===== src/rtl/mmio_axil_arbiter.sv =====
`default_nettype none
// ============================================================================
// Module   : mmio_axil_arbiter
// Purpose  : Two-master to one-slave AXI4-Lite arbiter in front of the MMIO
//            subsystem. One transaction in flight, round-robin between masters,
//            combinational pass-through once a grant is held.
// Revision : 1.0  initial release
// ============================================================================
module mmio_axil_arbiter #(
  parameter int ADDR_WIDTH = 16,
  parameter int DATA_WIDTH = 32
) (
  input  logic                                    aclk,
  input  logic                                    arst,
  // Upstream (index = master)
  input  logic [1:0][ADDR_WIDTH-1:0]              S_AXI_awaddr,
  input  logic [1:0][2:0]                         S_AXI_awprot,
  input  logic [1:0]                              S_AXI_awvalid,
  output logic [1:0]                              S_AXI_awready,
  input  logic [1:0][DATA_WIDTH-1:0]              S_AXI_wdata,
  input  logic [1:0][DATA_WIDTH/8-1:0]            S_AXI_wstrb,
  input  logic [1:0]                              S_AXI_wvalid,
  output logic [1:0]                              S_AXI_wready,
  output logic [1:0][1:0]                         S_AXI_bresp,
  output logic [1:0]                              S_AXI_bvalid,
  input  logic [1:0]                              S_AXI_bready,
  input  logic [1:0][ADDR_WIDTH-1:0]              S_AXI_araddr,
  input  logic [1:0][2:0]                         S_AXI_arprot,
  input  logic [1:0]                              S_AXI_arvalid,
  output logic [1:0]                              S_AXI_arready,
  output logic [1:0][DATA_WIDTH-1:0]              S_AXI_rdata,
  output logic [1:0][1:0]                         S_AXI_rresp,
  output logic [1:0]                              S_AXI_rvalid,
  input  logic [1:0]                              S_AXI_rready,
  // Downstream
  output logic [ADDR_WIDTH-1:0]                   M_AXI_awaddr,
  output logic [2:0]                              M_AXI_awprot,
  output logic                                    M_AXI_awvalid,
  input  logic                                    M_AXI_awready,
  output logic [DATA_WIDTH-1:0]                   M_AXI_wdata,
  output logic [DATA_WIDTH/8-1:0]                 M_AXI_wstrb,
  output logic                                    M_AXI_wvalid,
  input  logic                                    M_AXI_wready,
  input  logic [1:0]                              M_AXI_bresp,
  input  logic                                    M_AXI_bvalid,
  output logic                                    M_AXI_bready,
  output logic [ADDR_WIDTH-1:0]                   M_AXI_araddr,
  output logic [2:0]                              M_AXI_arprot,
  output logic                                    M_AXI_arvalid,
  input  logic                                    M_AXI_arready,
  input  logic [DATA_WIDTH-1:0]                   M_AXI_rdata,
  input  logic [1:0]                              M_AXI_rresp,
  input  logic                                    M_AXI_rvalid,
  output logic                                    M_AXI_rready,
  // Status
  output logic                                    busy,
  output logic                                    grant_id
);

  typedef enum logic [2:0] {
    ST_IDLE    = 3'd0,
    ST_WR      = 3'd1,
    ST_WR_RESP = 3'd2,
    ST_RD_ADDR = 3'd3,
    ST_RD_DATA = 3'd4
  } state_t;

  state_t     r_state;
  state_t     w_next;
  logic       r_owner;     // current / most recent owner
  logic       r_last;      // round-robin pointer: last master to complete
  logic       r_aw_done;
  logic       r_w_done;

  logic [1:0] w_req;
  logic       w_grant_id;
  logic       w_grant_wr;
  logic       w_aw_hs;
  logic       w_w_hs;
  logic       w_b_hs;
  logic       w_r_hs;

  // Request vector and round-robin pick; on a tie the master that did not
  // own the bus last wins. Within a master, a pending write beats a read.
  always_comb begin
    w_req      = S_AXI_awvalid | S_AXI_arvalid;
    w_grant_id = (&w_req) ? ~r_last : w_req[1];
    w_grant_wr = S_AXI_awvalid[w_grant_id];
  end

  // Next-state and channel muxing; everything not owned stays at zero.
  always_comb begin
    w_next        = r_state;
    S_AXI_awready = '0;
    S_AXI_wready  = '0;
    S_AXI_bresp   = '0;
    S_AXI_bvalid  = '0;
    S_AXI_arready = '0;
    S_AXI_rdata   = '0;
    S_AXI_rresp   = '0;
    S_AXI_rvalid  = '0;
    M_AXI_awaddr  = '0;
    M_AXI_awprot  = '0;
    M_AXI_awvalid = 1'b0;
    M_AXI_wdata   = '0;
    M_AXI_wstrb   = '0;
    M_AXI_wvalid  = 1'b0;
    M_AXI_bready  = 1'b0;
    M_AXI_araddr  = '0;
    M_AXI_arprot  = '0;
    M_AXI_arvalid = 1'b0;
    M_AXI_rready  = 1'b0;
    w_aw_hs       = 1'b0;
    w_w_hs        = 1'b0;
    w_b_hs        = 1'b0;
    w_r_hs        = 1'b0;

    case (r_state)
      ST_IDLE: begin
        if (|w_req) begin
          w_next = w_grant_wr ? ST_WR : ST_RD_ADDR;
        end
      end
      ST_WR: begin
        // Each channel is suppressed once its beat has been accepted so the
        // slave never sees a duplicate AW or W.
        M_AXI_awaddr           = S_AXI_awaddr[r_owner];
        M_AXI_awprot           = S_AXI_awprot[r_owner];
        M_AXI_awvalid          = S_AXI_awvalid[r_owner] & ~r_aw_done;
        S_AXI_awready[r_owner] = M_AXI_awready & ~r_aw_done;
        M_AXI_wdata            = S_AXI_wdata[r_owner];
        M_AXI_wstrb            = S_AXI_wstrb[r_owner];
        M_AXI_wvalid           = S_AXI_wvalid[r_owner] & ~r_w_done;
        S_AXI_wready[r_owner]  = M_AXI_wready & ~r_w_done;
        w_aw_hs                = M_AXI_awvalid & M_AXI_awready;
        w_w_hs                 = M_AXI_wvalid & M_AXI_wready;
        if ((r_aw_done | w_aw_hs) && (r_w_done | w_w_hs)) begin
          w_next = ST_WR_RESP;
        end
      end
      ST_WR_RESP: begin
        S_AXI_bvalid[r_owner] = M_AXI_bvalid;
        S_AXI_bresp[r_owner]  = M_AXI_bresp;
        M_AXI_bready          = S_AXI_bready[r_owner];
        w_b_hs                = M_AXI_bvalid & M_AXI_bready;
        if (w_b_hs) begin
          w_next = ST_IDLE;
        end
      end
      ST_RD_ADDR: begin
        M_AXI_araddr           = S_AXI_araddr[r_owner];
        M_AXI_arprot           = S_AXI_arprot[r_owner];
        M_AXI_arvalid          = S_AXI_arvalid[r_owner];
        S_AXI_arready[r_owner] = M_AXI_arready;
        if (M_AXI_arvalid && M_AXI_arready) begin
          w_next = ST_RD_DATA;
        end
      end
      ST_RD_DATA: begin
        S_AXI_rvalid[r_owner] = M_AXI_rvalid;
        S_AXI_rdata[r_owner]  = M_AXI_rdata;
        S_AXI_rresp[r_owner]  = M_AXI_rresp;
        M_AXI_rready          = S_AXI_rready[r_owner];
        w_r_hs                = M_AXI_rvalid & M_AXI_rready;
        if (w_r_hs) begin
          w_next = ST_IDLE;
        end
      end
      default: w_next = ST_IDLE;
    endcase
  end

  // State, ownership, round-robin pointer and sticky write-channel flags.
  always_ff @(posedge aclk or posedge arst) begin
    if (arst) begin
      r_state   <= ST_IDLE;
      r_owner   <= 1'b0;
      r_last    <= 1'b1;   // master 0 wins the first tie
      r_aw_done <= 1'b0;
      r_w_done  <= 1'b0;
    end else begin
      r_state <= w_next;
      case (r_state)
        ST_IDLE: begin
          r_aw_done <= 1'b0;
          r_w_done  <= 1'b0;
          if (|w_req) begin
            r_owner <= w_grant_id;
          end
        end
        ST_WR: begin
          if (w_aw_hs) r_aw_done <= 1'b1;
          if (w_w_hs)  r_w_done  <= 1'b1;
        end
        ST_WR_RESP: begin
          if (w_b_hs) begin
            r_aw_done <= 1'b0;
            r_w_done  <= 1'b0;
            r_last    <= r_owner;
          end
        end
        ST_RD_DATA: begin
          if (w_r_hs) r_last <= r_owner;
        end
        default: ;
      endcase
    end
  end

  // Status outputs.
  always_comb begin
    busy     = (r_state != ST_IDLE);
    grant_id = r_owner;
  end

endmodule
`default_nettype wire


===== config.mk =====
export PLATFORM = sky130hd
export DESIGN_NAME = mmio_axil_arbiter
export DESIGN_NICKNAME = d
export VERILOG_FILES = /design/src/rtl/mmio_axil_arbiter.sv
export SDC_FILE = /design/constraint.sdc
export NUM_CORES = 1
export LEC_CHECK = 0
export BUFFER_PORTS_ARGS = -buffer_cell sky130_fd_sc_hd__buf_2
export CAP_MARGIN = 40
export CELL_PAD_IN_SITES_DETAIL_PLACEMENT = 0
export CELL_PAD_IN_SITES_GLOBAL_PLACEMENT = 1
export CORE_AREA = 3 3 141 143
export CTS_BUF_LIST = sky130_fd_sc_hd__clkbuf_8
export CTS_CLUSTER_DIAMETER = 30
export DETAILED_ROUTE_END_ITERATION = 8
export DIE_AREA = 0 0 144 146
export PLACE_DENSITY = 0.71
export SLEW_MARGIN = 15
export SYNTH_ARGS = -nofsm -noshare
export SYNTH_HDL_FRONTEND = slang
export SYNTH_SLANG_ARGS = --single-unit

===== constraint.sdc =====
create_clock -name aclk -period 1.8 [get_ports aclk]
set_input_delay 0.09 -clock aclk [delete_from_list [all_inputs] [get_ports aclk]]
set_output_delay 0.09 -clock aclk [all_outputs]
set_load 0.01 [all_outputs]

==> results of run 1 <==
-- worst max-delay path: stages, from the launching register on --
cell and delay [ns]:
dfrtp_2 0.44, nor3b_2 0.20, buf_6 0.14, and2b_4 0.21, clkbuf_16 0.17, and2_1 0.12, buf_2 0.12
-- synthesized netlist by cell type --
cell type / count / share of area [%]
nand2_1: 6 / 1.0
clkbuf_1: 13 / 2.2
o22ai_1: 3 / 0.85
nor2_2: 1 / 0.28
buf_1: 2 / 0.34
inv_1: 4 / 0.68
nor2b_1: 1 / 0.28
a22o_1: 1 / 0.40
buf_4: 1 / 0.34
nor3b_1: 6 / 2.0
nor2_1: 83 / 14
buf_2: 14 / 3.2
and2b_1: 1 / 0.34
nand3b_1: 2 / 0.68
and2_4: 1 / 0.40
mux2_4: 1 / 0.68
nor3b_2: 1 / 0.57
o22a_1: 1 / 0.40
nand2b_1: 1 / 0.28
a311o_1: 1 / 0.45
dfstp_2: 1 / 1.2
and2_1: 38 / 11
dfrtp_1: 6 / 6.8
nor3_1: 2 / 0.45
nor4b_1: 1 / 0.40
and3_1: 41 / 12
nand3_1: 1 / 0.23
mux2i_1: 77 / 35
a21oi_1: 6 / 1.4
o21ai_0: 1 / 0.23
mux2_2: 2 / 1.0
o32ai_1: 1 / 0.40
o31ai_1: 1 / 0.34
a2bb2oi_2: 1 / 0.68
-- power by group through the flow --
stage                     logic (mW)  clock network, mW  registers [mW]
after global placement          3.85                  0           0.410
after global routing            4.33              0.233           0.392
after floorplan                 2.38                  0           0.305
final                           3.97              0.217           0.376
after CTS                       3.95              0.221           0.380
after detailed placement        3.83                  0           0.412
-- layout make-up --
cell class,count,area share [%]
well taps,234,6.446
inverters,4,0.3306
repair buffers,389,46.56
flip-flops and latches,7,4.050
clock buffers,3,0.9091
multi-input cells,282,41.63
clock inverters,1,0.08264
-- registers in the layout (all words and copies together) (netlist names) --
name and flops:
grant_id 1, r_aw_done 1, r_last 1, r_state 3, r_w_done 1
-- routing by layer --
metal  vias up  track usage [%]  wire length [µm]
met5         -                0                 0
met4         0            1.318               103
met3        11            2.235              1170
met2       196            19.81              6476
met1      1577            12.05              4945
li1       1834                -                 -
-- worst max-delay path by stage --
stage	to	start	cells past startpoint
global route	S_AXI_rdata[12]	r_state[0]	6
global placement	S_AXI_rvalid[0]	r_state[0]	6
floorplan	r_last	grant_id	5
finish	S_AXI_rdata[27]	r_state[0]	6
detailed placement	r_state[0]	grant_id	4
CTS	S_AXI_rvalid[0]	r_state[0]	6
-- metrics by stage --
stage	setup WS (ns)	power (mW)	TNS, ns	cell area [µm²]	cells
3_3_place_gp	0.1771	4.259	0	4345	906
3_5_place_dp	0.1510	4.243	0	4345	906
6_report	0.07383	4.564	0	4542	920
5_1_grt	-0.008692	4.957	-0.02252	4542	920
4_1_cts	-0.005073	4.553	-0.005073	4438	913
2_1_floorplan	0.2192	2.689	0	2206	323
-- kinds of logic after synthesis --
| logic type | after synthesis | synth area share (%) |
|---|---|---|
| AOI/OAI and AO/OA | 16 | 5.105 |
| and+or+nand+nor | 186 | 43.51 |
| muxes | 80 | 36.64 |
| DFF | 7 | 7.998 |
| buffers and inverters | 34 | 6.750 |
-- timing repair --
item | CTS | global route
buffers inserted | 2 | 5
hold endpoints to repair | 6 | 0
gates resized for setup | 3 | 7
setup endpoints to repair | 63 | 64
hold buffers | 1 | 0
gates cloned | 0 | 2
==> key figures, run 1 <==
Clocking
  • Latest clock arrival within the worst-skew pair: 0.23 ns
  • CTS buffer count: 3
  • Clk root buf: clkbuf_8
  • Max Root-Sink Buffers: 2
  • H-tree levels: 1
  • Clock Pin Slew Worst Setup and Hold Paths: 0.04 ns
  • CTS tree: built
  • Clk sinks: 7

STA
  • Final min period: 1.726 ns
  • Fin. Hold Viols: 0
  • Slew Limit Headroom: 73.62%
  • Tcrit/Tclk final: 95.90%
  • Hold_ws: 0.2032 ns
  • RSZ-0062 raised after global routing: true
  • Fmax: 579.3 MHz
  • Setup violations, final: 0
  • Slew Limit Fails: 0
  • Worst slew pin tran: 0.3956 ns
  • Setup Skew: 0.0009879 ns

Global route
  • Largest net degree at the start of global routing: 47
  • GRT overflow: 0
  • Global-route wire length before repair: 17.80 mm
  • GRT Util Overall: 10.42%
  • Vias in the first global route: 3377
  • Initial antenna violation count: 0

Power and ir drop
  • PD cells: 1005 nW/µm²
  • Net Sw Power: 2.331 mW
  • Combinational power share: 87.0%
  • Clock Power Share: 4.7%
  • Max VDD drop: 0.4013 mV
  • P_leak: 3.136 nW
  • Int Pwr: 2.233 mW
  • Seq pwr share: 8.2%
  • Switching Fraction: 51.07%

Finish
  • Multi-input gate area: 1891 µm²
  • Sequential cell area: 183.9 µm²
  • Filler cells: 2099
  • Layout cells sized above 1: 59.04%
  • Ant. Diodes: 0
  • Most common cell after layout, fill and taps aside: buf_2
  • Most frequent cells in the layout: 363 x buf_2, 83 x nor2_1, 77 x mux2i_1
  • Nets: 888
  • Fin util: 24.28%
  • Synth-to-Final Area Change: 105.9%

Detailed routing
  • Drt drc: 0
  • Routed Antenna Nets: 0
  • DR iter-0 viols: 96
  • DR vias/cell: 3.933
  • WL final: 12.69 mm
  • Routed WL per cell: 13.80 µm
  • Vias: 3618
  • Iteration count of the initial detailed-routing pass: 4

Worst setup path
  • CP Launch Type: register
  • Worst Path Required: 1.71 ns
  • R2R setup slack: 0.11 ns
  • Worst setup EP type: output port
  • Reg-to-reg endpoint: r_state[0]
  • Crit Path Category: register to output port
  • Crit-path max FO: 11
  • Crit path DAT: 1.64 ns
  • RR Startpoint: grant_id
  • Reg2reg path depth: 5

Place
  • PortBufs: 363
  • Final HPWL DP: 10.85 mm
  • Placer Congestion: 0.8143

Synthesis
  • Syn_area_per_cell: 6.829 µm²
  • Cell Area, Synth: 2206 µm²
  • Synth warnings: 0
  • Syn Nets: 524
  • #FFs+latches synth: 7
  • Sequential area share after synthesis: 7.998%
  • Mapped Cells: 323
  • Post-synth cell types: 34

Worst hold path
  • Hold Crit Start: M_AXI_rvalid
  • WHS Endpoint: r_state[2]
  • Hold Path Stages: 3
  • Hold Path Class: primary input to register

Run
  • Max_cap viols: 0

Die
  • Core area: 18710 µm²
  • Die H: 146 µm
  • Row count: 50
  • Die area: 21020 µm²
  • Number of I/O pins: 364
  • Starting Density: 11.79%
  • Die width: 144 µm

Outcome
  • Status: finished, final reports clean
Note: power is estimated with default switching activity, not from simulation.
==> run 2: changes to the inputs <==
--- a/config.mk
+++ b/config.mk
@@ -5,6 +5,7 @@
 export SDC_FILE = /design/constraint.sdc
 export NUM_CORES = 1
 export LEC_CHECK = 0
+export ABC_AREA = 1
 export BUFFER_PORTS_ARGS = -buffer_cell sky130_fd_sc_hd__buf_2
 export CAP_MARGIN = 40
 export CELL_PAD_IN_SITES_DETAIL_PLACEMENT = 0
@@ -14,7 +15,7 @@
 export CTS_CLUSTER_DIAMETER = 30
 export DETAILED_ROUTE_END_ITERATION = 8
 export DIE_AREA = 0 0 144 146
-export PLACE_DENSITY = 0.71
+export PLACE_DENSITY = 0.77
 export SLEW_MARGIN = 15
 export SYNTH_ARGS = -nofsm -noshare
 export SYNTH_HDL_FRONTEND = slang
==> run 2 against run 1 <==
Effect of this change:
- final cell count rose by 20%
- critical path depth up 1
- clock skew is essentially flat
- synthesized area increased by 6.7%
- worst hold slack improved by 0.065 ns
- worst setup slack got worse by 0.0012 ns
- combinational power up 11%
- fmax about the same
- synthesized cell count increased by 62%
- largest cell class unchanged
- highest routed layer unchanged
==> key figures, run 2 <==
Worst setup path
  • Crit Path Category: register to output port
  • Worst Path Required: 1.71 ns
  • Max incr delay on CP: 0.43 ns
  • Slowest cell on the critical path: dfrtp_2
  • Crit path DAT: 1.64 ns
  • Crit path buf inv count: 4
  • Top delay family on crit path: buffers and inverters
  • Crit-path max FO: 30
  • Worst setup EP type: output port
  • Crit path cell chain: inv_2 > bufbuf_16 > nand2_1 > nand2_1 > nand2_1 > inv_1 > buf_2
  • CP Launch Type: register
  • Most frequent CP cell: nand2_1

Place
  • Placer Congestion: 0.7854
  • DP Cell Count: 1098
  • Post-placement cell area: 4451 µm²
  • Final HPWL DP: 12.38 mm
  • PortBufs: 363
  • Dpl ws: 0.09438 ns

STA
  • Setup Skew: 0.0005653 ns
  • Setup violations, final: 0
  • Hold_ws: 0.2679 ns
  • Slew Limit Headroom: 78.43%
  • Final min period: 1.727 ns
  • Fmax: 578.9 MHz
  • Slew Limit Fails: 0
  • Fin. Hold Viols: 0
  • Worst slew pin tran: 0.3210 ns
  • Aggregate negative setup slack: 0 ns
  • Final WS setup: 0.07266 ns
  • RSZ-0062 raised after global routing: true
  • Tcrit/Tclk final: 95.96%

Detailed routing
  • Iteration count of the initial detailed-routing pass: 5
  • Routed WL per cell: 13.57 µm
  • Vias: 4320
  • WL final: 14.99 mm
  • DR vias/cell: 3.910
  • DR iter-0 viols: 164
  • Routed Antenna Nets: 0
  • Drt drc: 0

Global route
  • Largest net degree at the start of global routing: 67
  • GRT Util Overall: 12.68%
  • Initial antenna violation count: 0
  • GRT overflow: 0
  • Global-route wire length before repair: 21.48 mm
  • Vias in the first global route: 4066

Run
  • Max_cap viols: 0

Finish
  • Most frequent cells in the layout: 363 x buf_2, 235 x nand2_1, 84 x nor2_1
  • Layout cells sized above 1: 47.42%
  • Final Instance Count excl. Fillers: 1105
  • Fin util: 24.43%
  • Max reg flops: 3
  • Design Area, Final: 4569 µm²
  • Ant. Diodes: 0
  • Nets: 1073
  • Most flop-heavy register: r_state
  • Synth-to-Final Area Change: 94.05%
  • Most common cell after layout, fill and taps aside: buf_2
  • Filler cells: 2177

Synthesis
  • Post-synth EDFFs: 0
  • Most instantiated cells after synthesis: 236 x nand2_1, 84 x nor2_1, 76 x inv_1, 38 x a21oi_1, 20 x a21oi_2
  • Most used DFF post-synth: dfrtp_1
  • #FFs+latches synth: 7
  • Post-synth top area share: 37.62%
  • Top cells by area, synth: nand2_1 38%, nor2_1 13%, inv_1 12%
  • Mux share of post-synthesis cell area: 0%
  • Mapped Cells: 522
  • Syn_area_per_cell: 4.511 µm²
  • Sequential area share after synthesis: 7.492%
  • Cell Area, Synth: 2355 µm²
  • Most instantiated library cell after synthesis: nand2_1
  • Simple-gate portion of the synthesized area: 56.48%
  • Post-synth cell types: 19
  • Dominant cell type by area after synthesis: nand2_1
  • Complex-gate fraction of the synthesized area: 16.37%
  • Syn Nets: 723
  • XOR/XNOR Fraction of Synth Area: 0%
  • Largest family of logic cells by synthesized area: simple AND/OR/NAND/NOR gates
  • Adder-Cell Fraction of Synth Area: 0%
  • Asr flop ratio synth: 100.0%
  • Synth warnings: 0

Clocking
  • H-tree levels: 1
  • CTS buffer count: 3
  • Latest clock arrival within the worst-skew pair: 0.23 ns
  • Clock Pin Slew Worst Setup and Hold Paths: 0.04 ns
  • Max Root-Sink Buffers: 2
  • Clk root buf: clkbuf_8
  • Clk sinks: 7
  • CTS tree: built

Die
  • Die H: 146 µm
  • Die width: 144 µm
  • Number of I/O pins: 364
  • Core area: 18710 µm²
  • Starting Density: 12.59%
  • Row count: 50
  • Die area: 21020 µm²

Power and ir drop
  • P_leak: 3.234 nW
  • PD cells: 1091 nW/µm²
  • Max VDD drop: 0.4308 mV
  • Power Total: 4.985 mW

Worst hold path
  • Hold Path Class: primary input to register

Outcome
  • Status: finished, final reports clean
## run 2: cell types whose count changed in the layout (fill, tap and decap cells not counted), sizes merged, moves of 7 or more
cell,before,now
buf,386,375
mux2i,77,0
nand2,6,236
and2,39,0
nand3,1,8
nor3b,7,0
inv,5,80
and3,41,1
nor3,2,11
a21oi,6,58
## run 2: logic make-up after synthesis
group                  after synthesis
buffers and inverters              111
AO/OA/AOI/OAI                       62
AND/OR/NAND/NOR                    342
flip-flops                           7
## run 2: power by group
part | total [mW] | internal (mW) | switching [mW]
sequential | 0.346 | 0.254 | 0.0922
combinational | 4.42 | 1.61 | 2.81
clock | 0.216 | 0.147 | 0.0684
## run 2: final cells by class
type                       instances  area (µm²)  share of cell area (%)
timing repair buffer             377        2019                   44.20
clock inverter                     1       3.754                 0.08215
sequential                         7       180.2                   3.943
clock buffer                       3       41.29                  0.9036
inverter                          79       301.5                   6.599
multi-input combinational        404        1730                   37.87
tap                              234       292.8                   6.407
## run 2: path summary, 6_finish.rpt
check | startpoint | slack (ns) | depth (start not counted) | end
min reg2reg | r_last | 0.48 | 2 | r_last
min in group asynchronous | arst | 0.35 | 3 | r_aw_done
max in group asynchronous | arst | 1.18 | 3 | r_last
min | M_AXI_awready | 0.27 | 5 | r_aw_done
max reg2reg | grant_id | 0.18 | 11 | r_state[0]
max | grant_id | 0.07 | 7 | M_AXI_araddr[14]
## run 2: routing by layer
metal / global-route usage [%] / part of all wire, % / vias up
met5: 0 / 0 / -
met4: 1.460 / 0.60 / 0
met3: 1.939 / 9.2 / 8
met2: 25.70 / 52 / 230
met1: 13.84 / 38 / 1841
li1: - / - / 2241
## run 2: repair_timing
| item | CTS | global route |
|---|---|---|
| hold buffers | 1 | 0 |
| setup buffers | 1 | 0 |
| resized for setup | 2 | 8 |
| cloned | 1 | 0 |
| endpoints found under the setup margin | 45 | 72 |
| pin swaps | 1 | 1 |
| endpoints found under the hold margin | 6 | 0 |
## run 2: worst reg2reg max path, delay by kind of cell (launching register included)
| kind | cells | cell delay, ns |
|---|---|---|
| and+or+nand+nor | 9 | 0.61 |
| buffers and inverters | 2 | 0.46 |
| DFF | 1 | 0.43 |
